<file path="src/rtl/masked_operand_sharer.sv">
// rtl/masked_operand_sharer.sv - two-share masking front-end for the masked AND gadget
// Ports:
//   clk, rst              clock (rising edge), asynchronous active-high reset
//   seed_load, seed_val   reseed strobe and new LFSR state (zero seed halts sharing)
//   in_valid, in_ready    operand handshake; in_ready is combinational
//   x, y                  unmasked operands
//   out_valid             one-cycle pulse when x0/x1/y0/y1/r0..r2 carry a new operand pair
//   x0, x1, y0, y1        Boolean shares (x0^x1 == x, y0^y1 == y)
//   r0, r1, r2            refresh randomness for the gadget
//   z_valid               out_valid delayed by GADGET_LAT cycles
//   rnd_fault             randomness source is all-zero; no operands are accepted
module masked_operand_sharer #(
   parameter int unsigned       WIDTH      = 4,
   parameter int unsigned       LFSR_W     = 32,
   parameter logic [LFSR_W-1:0] LFSR_TAPS  = 32'h8020_0003,
   parameter logic [LFSR_W-1:0] SEED       = 32'hACE1_2B57,
   parameter int unsigned       WARMUP     = 4,
   parameter int unsigned       MIN_GAP    = 0,
   parameter int unsigned       GADGET_LAT = 3
) (
   input  logic              clk,
   input  logic              rst,
   input  logic              seed_load,
   input  logic [LFSR_W-1:0] seed_val,
   input  logic              in_valid,
   output logic              in_ready,
   input  logic [WIDTH-1:0]  x,
   input  logic [WIDTH-1:0]  y,
   output logic              out_valid,
   output logic [WIDTH-1:0]  x0,
   output logic [WIDTH-1:0]  x1,
   output logic [WIDTH-1:0]  y0,
   output logic [WIDTH-1:0]  y1,
   output logic [WIDTH-1:0]  r0,
   output logic [WIDTH-1:0]  r1,
   output logic [WIDTH-1:0]  r2,
   output logic              z_valid,
   output logic              rnd_fault
);

   localparam int unsigned K      = 5 * WIDTH;
   localparam int unsigned WARM_W = (WARMUP  > 0) ? $clog2(WARMUP + 1)  : 1;
   localparam int unsigned GAP_W  = (MIN_GAP > 0) ? $clog2(MIN_GAP + 1) : 1;

   typedef enum logic [1:0] {ST_WARM, ST_RUN, ST_FAULT} state_t;

   state_t              state_q, state_d;
   logic [WARM_W-1:0]   warm_q, warm_d;
   logic [GAP_W-1:0]    gap_q, gap_d;
   logic [LFSR_W-1:0]   lfsr_q, lfsr_d;
   logic                ov_q, ov_d;
   logic [WIDTH-1:0]    x0_q, x0_d, x1_q, x1_d, y0_q, y0_d, y1_q, y1_d;
   logic [WIDTH-1:0]    r0_q, r0_d, r1_q, r1_d, r2_q, r2_d;
   logic [GADGET_LAT-1:0] zpipe_q;
   logic                accept;

   // K Galois steps per advance so every slice of R is fresh for each operand pair.
   function automatic logic [LFSR_W-1:0] lfsr_advance(input logic [LFSR_W-1:0] s);
      logic [LFSR_W-1:0] v;
      v = s;
      for (int i = 0; i < int'(K); i++) begin
         v = v[0] ? ((v >> 1) ^ LFSR_TAPS) : (v >> 1);
      end
      return v;
   endfunction

   always_comb begin
      state_d  = state_q;
      warm_d   = warm_q;
      gap_d    = gap_q;
      lfsr_d   = lfsr_q;
      ov_d     = 1'b0;
      x0_d     = x0_q;
      x1_d     = x1_q;
      y0_d     = y0_q;
      y1_d     = y1_q;
      r0_d     = r0_q;
      r1_d     = r1_q;
      r2_d     = r2_q;
      in_ready = 1'b0;
      accept   = 1'b0;

      case (state_q)
         ST_WARM: begin
            lfsr_d = lfsr_advance(lfsr_q);
            // Leave on the cycle the counter reaches zero so WARMUP cycles are spent here.
            if (warm_q <= WARM_W'(1)) begin
               warm_d  = '0;
               state_d = ST_RUN;
            end else begin
               warm_d = warm_q - WARM_W'(1);
            end
         end
         ST_RUN: begin
            in_ready = !seed_load && (gap_q == '0);
            accept   = in_valid && in_ready;
            if (accept) begin
               // Operands are only ever stored already XORed with a mask slice.
               lfsr_d = lfsr_advance(lfsr_q);
               gap_d  = GAP_W'(MIN_GAP);
               ov_d   = 1'b1;
               x0_d   = x ^ lfsr_q[WIDTH-1:0];
               x1_d   = lfsr_q[WIDTH-1:0];
               y0_d   = y ^ lfsr_q[2*WIDTH-1:WIDTH];
               y1_d   = lfsr_q[2*WIDTH-1:WIDTH];
               r0_d   = lfsr_q[3*WIDTH-1:2*WIDTH];
               r1_d   = lfsr_q[4*WIDTH-1:3*WIDTH];
               r2_d   = lfsr_q[5*WIDTH-1:4*WIDTH];
            end else if (gap_q != '0) begin
               gap_d = gap_q - GAP_W'(1);
            end
         end
         default: begin
         end
      endcase

      // Reseed overrides everything; in_ready already excludes an accept this cycle.
      if (seed_load) begin
         lfsr_d = seed_val;
         gap_d  = '0;
         warm_d = WARM_W'(WARMUP);
         if (seed_val == '0) begin
            state_d = ST_FAULT;
         end else begin
            state_d = ST_WARM;
         end
      end
   end

   always_ff @(posedge clk or posedge rst) begin
      if (rst) begin
         state_q <= ST_WARM;
         warm_q  <= WARM_W'(WARMUP);
         gap_q   <= '0;
         lfsr_q  <= SEED;
         ov_q    <= 1'b0;
         x0_q    <= '0;
         x1_q    <= '0;
         y0_q    <= '0;
         y1_q    <= '0;
         r0_q    <= '0;
         r1_q    <= '0;
         r2_q    <= '0;
         zpipe_q <= '0;
      end else begin
         state_q <= state_d;
         warm_q  <= warm_d;
         gap_q   <= gap_d;
         lfsr_q  <= lfsr_d;
         ov_q    <= ov_d;
         x0_q    <= x0_d;
         x1_q    <= x1_d;
         y0_q    <= y0_d;
         y1_q    <= y1_d;
         r0_q    <= r0_d;
         r1_q    <= r1_d;
         r2_q    <= r2_d;
         // Keeps shifting in every state so in-flight gadget results drain.
         zpipe_q[0] <= ov_q;
         for (int i = 1; i < int'(GADGET_LAT); i++) begin
            zpipe_q[i] <= zpipe_q[i-1];
         end
      end
   end

   assign out_valid = ov_q;
   assign x0        = x0_q;
   assign x1        = x1_q;
   assign y0        = y0_q;
   assign y1        = y1_q;
   assign r0        = r0_q;
   assign r1        = r1_q;
   assign r2        = r2_q;
   assign z_valid   = zpipe_q[GADGET_LAT-1];
   assign rnd_fault = (state_q == ST_FAULT);

endmodule
</file>
<file path="config.mk">
export PLATFORM = sky130hd
export DESIGN_NAME = masked_operand_sharer
export DESIGN_NICKNAME = d
export VERILOG_FILES = /design/src/rtl/masked_operand_sharer.sv
export SDC_FILE = /design/constraint.sdc
export NUM_CORES = 1
export LEC_CHECK = 0
export ABC_AREA = 0
export CORE_MARGIN = 2
export CORE_UTILIZATION = 25
export DETAILED_ROUTE_END_ITERATION = 6
export PLACE_DENSITY = 0.57
export SETUP_SLACK_MARGIN = 0.3
export SKIP_LAST_GASP = 1
export SLEW_MARGIN = 20
export SYNTH_ARGS = -nofsm -noshare
export SYNTH_HDL_FRONTEND = slang
export SYNTH_SLANG_ARGS = --single-unit
export TNS_END_PERCENT = 10
</file>
<file path="constraint.sdc">
create_clock -name clk -period 2.27 [get_ports clk]
set_input_delay 0.3405 -clock clk [delete_from_list [all_inputs] [get_ports clk]]
set_output_delay 0.3405 -clock clk [all_outputs]
set_load 0.02 [all_outputs]
</file>
==> run metrics <==
final-layout fill cell count 1419; WS Path Type register to register; Req. time, crit path 2.54 ns; setup_tns 0 ns; Slew Limit Headroom 69.3%; num ports 76; Synth top area share 34.5%; crit-path cells xnor2_2 -> xor3_4 -> xor2_4 -> xor3_1 -> o21ai_1; Pre-antenna DRT Iters 6; max-cap violations 0; EDFF count, synth 0; cells after synthesis 310; Remaining DRCs 0; cell taking the most area after synthesis dfrtp_1; clock root cell clkbuf_16; Syn. warnings 0; crit-path max FO 6; delay-heaviest family, CP XOR/XNOR gates; diodes inserted 0; clock sink count 69; DR WL/cell 16.8 µm; post-synthesis async set-or-reset flop share 100%; Total Routing Usage GR 12.7%; routability cong. 0.801; layout cells sized above 1 22.6%; initial antenna violation count 0; Worst-Skew Late Latency 0.34 ns; most common cell in the netlist dfrtp_1; Synth Flop Type dfrtp_1; site row count 44; initial core utilization 25.5%; Layout area overhead 38.8%; total number of vias ~2700; Final Setup Violations 0; Critical-path top delay cell dfstp_2; synth top area cells dfrtp_1, dfstp_2, xnor2_1; IO buf count 75; CTS hold repair buffers 0; Seq/Total Area, Yosys a little under half; largest net degree at the start of global routing 70; Pins Over Slew Limit 0; hold crit path type register to register; Synth top cells by count dfrtp_1, xnor2_1, a22oi_1, o21ai_0, mux2_2; DP HPWL 7.19 mm; Initial DRC Count 160; crit end category register; final period utilization 95.1%; CTS tree done; Die X 126 µm; grt ovf 0; die area between 15000 and 20000 µm²; synthesized area approximately 3700 µm²; first-pass GRT wire length roughly 16 mm; Clock Tree Buf Depth 2; mean post-synth cell area 11.9 µm²; Die Span Y 126 µm; H-tree levels 3; crit path DAT 2.43 ns; Net count, final 443; Synth Net Count 356; vias in the first global route 2742; Yosys cell types 34; via-per-instance ratio 4.61; Fmax 463 MHz; Clock transition at path regs 0.06 ns; drt total wl approximately 10 mm; Worst setup SP type register; CP Buf/Inv Count 0; ANT nets after route 0; clock skew roughly 0.010 ns; run status complete, no violations; max incr delay on CP slightly above 0.6 ns; Hold Vio Cnt, Final 0; actual slew at the worst max-slew pin around 0.46 ns; TritonCTS Buffers 9; total core area between 10000 and 15000 µm²; FF+latch count, synth 69; RSZ-0062 raised after global routing yes; fin crit period 2.16 ns
## worst register-to-register path: stages, from the launching register on
cell	delay (ns)
dfstp_2	0.61
xnor2_2	0.15
xor3_4	0.59
xor2_4	0.32
xor3_1	0.28
o21ai_1	0.15
## worst paths after layout
path	startpoint	endpoint	slack (ns)	cells past startpoint
max in group asynchronous	rst	lfsr_q[31]	1.51	3
min	zpipe_q[0]	zpipe_q[1]	0.35	0
max reg2reg	lfsr_q[4]	lfsr_q[27]	0.11	5
min reg2reg	zpipe_q[0]	zpipe_q[1]	0.35	0
max	lfsr_q[4]	lfsr_q[27]	0.11	5
min in group asynchronous	rst	r1[3]	0.41	3
## cell type report
cell class	count	area, µm²	area share (%)
flip-flops and latches	69	1750	34.1
inverters	5	18.8	0.365
clock buffers	11	253	4.92
multi-input cells	216	1860	36.3
clock inverters	5	82.6	1.61
repair buffers	96	937	18.3
well taps	184	230	4.48
## cell usage in the layout (no fill, tap or decap), drive strengths merged, types with 3 or more instances in the layout
master         count
o21ai             32
clkdlybuf4s50     75
inv                5
xor3               3
dfstp             18
or3                4
mux2              21
a22oi             30
a21oi             11
dfrtp             51
xnor3              6
nor2              15
xnor2             53
xor2              19
buf               21
nor4               8
clkbuf            11
clkinvlp           3
## logic make-up (layout without fill, tap and decap cells)
logic type / count (synthesis) / in the layout / share of synthesized area (%)
AOI/OAI and AO/OA: 77 / 77 / 12.9
xor gates and xnor gates: 81 / 81 / 25.0
adders and majority gates: 2 / 2 / 0.676
buffers and inverters: 25 / 117 / 2.88
DFF: 69 / 69 / 47.3
muxes: 21 / 21 / 6.39
and+or+nand+nor: 35 / 35 / 4.84
## through the flow
step	util, %	instances	setup slack (ns)	hold WS [ns]	area [µm²]
2_1_floorplan	-	310	0.181	0.331	3730
3_3_place_gp	32.8	563	0.0994	0.332	4740
3_5_place_dp	32.8	563	0.102	0.342	4740
4_1_cts	35.3	584	0.139	0.352	5120
5_1_grt	35.5	586	0.0309	0.363	5130
6_report	35.5	586	0.111	0.349	5130
## per-layer routing
layer / part of all wire, % / GRT usage (%) / vias to the layer above / wire length, µm
met3: 5.8 / 3.48 / 18 / 570
li1: - / - / 1266 / -
met4: 2.0 / 4.25 / 0 / 193
met2: 47 / 19.6 / 85 / 4570
met1: 46 / 17.2 / 1334 / 4490
met5: 0 / 0 / - / 0
## sequential cells by signal (all words and copies together), names as in the netlist
name and count:
lfsr_q 32, out_valid 1, r0 4, r1 4
r2 4, state_q 2, warm_q 3, x0 4
x1 4, y0 4, y1 4, zpipe_q 3
## repair_timing
item                       4_1_cts  5_1_grt
setup buffers                    5        2
resized for setup                1        1
cloned                           0        0
pin swaps                        3        5
setup endpoints to repair       19       22
Power is left out: the tool's default activity adds up to more than one toggle a clock period on the data nets, which glitch-free logic cannot reach.
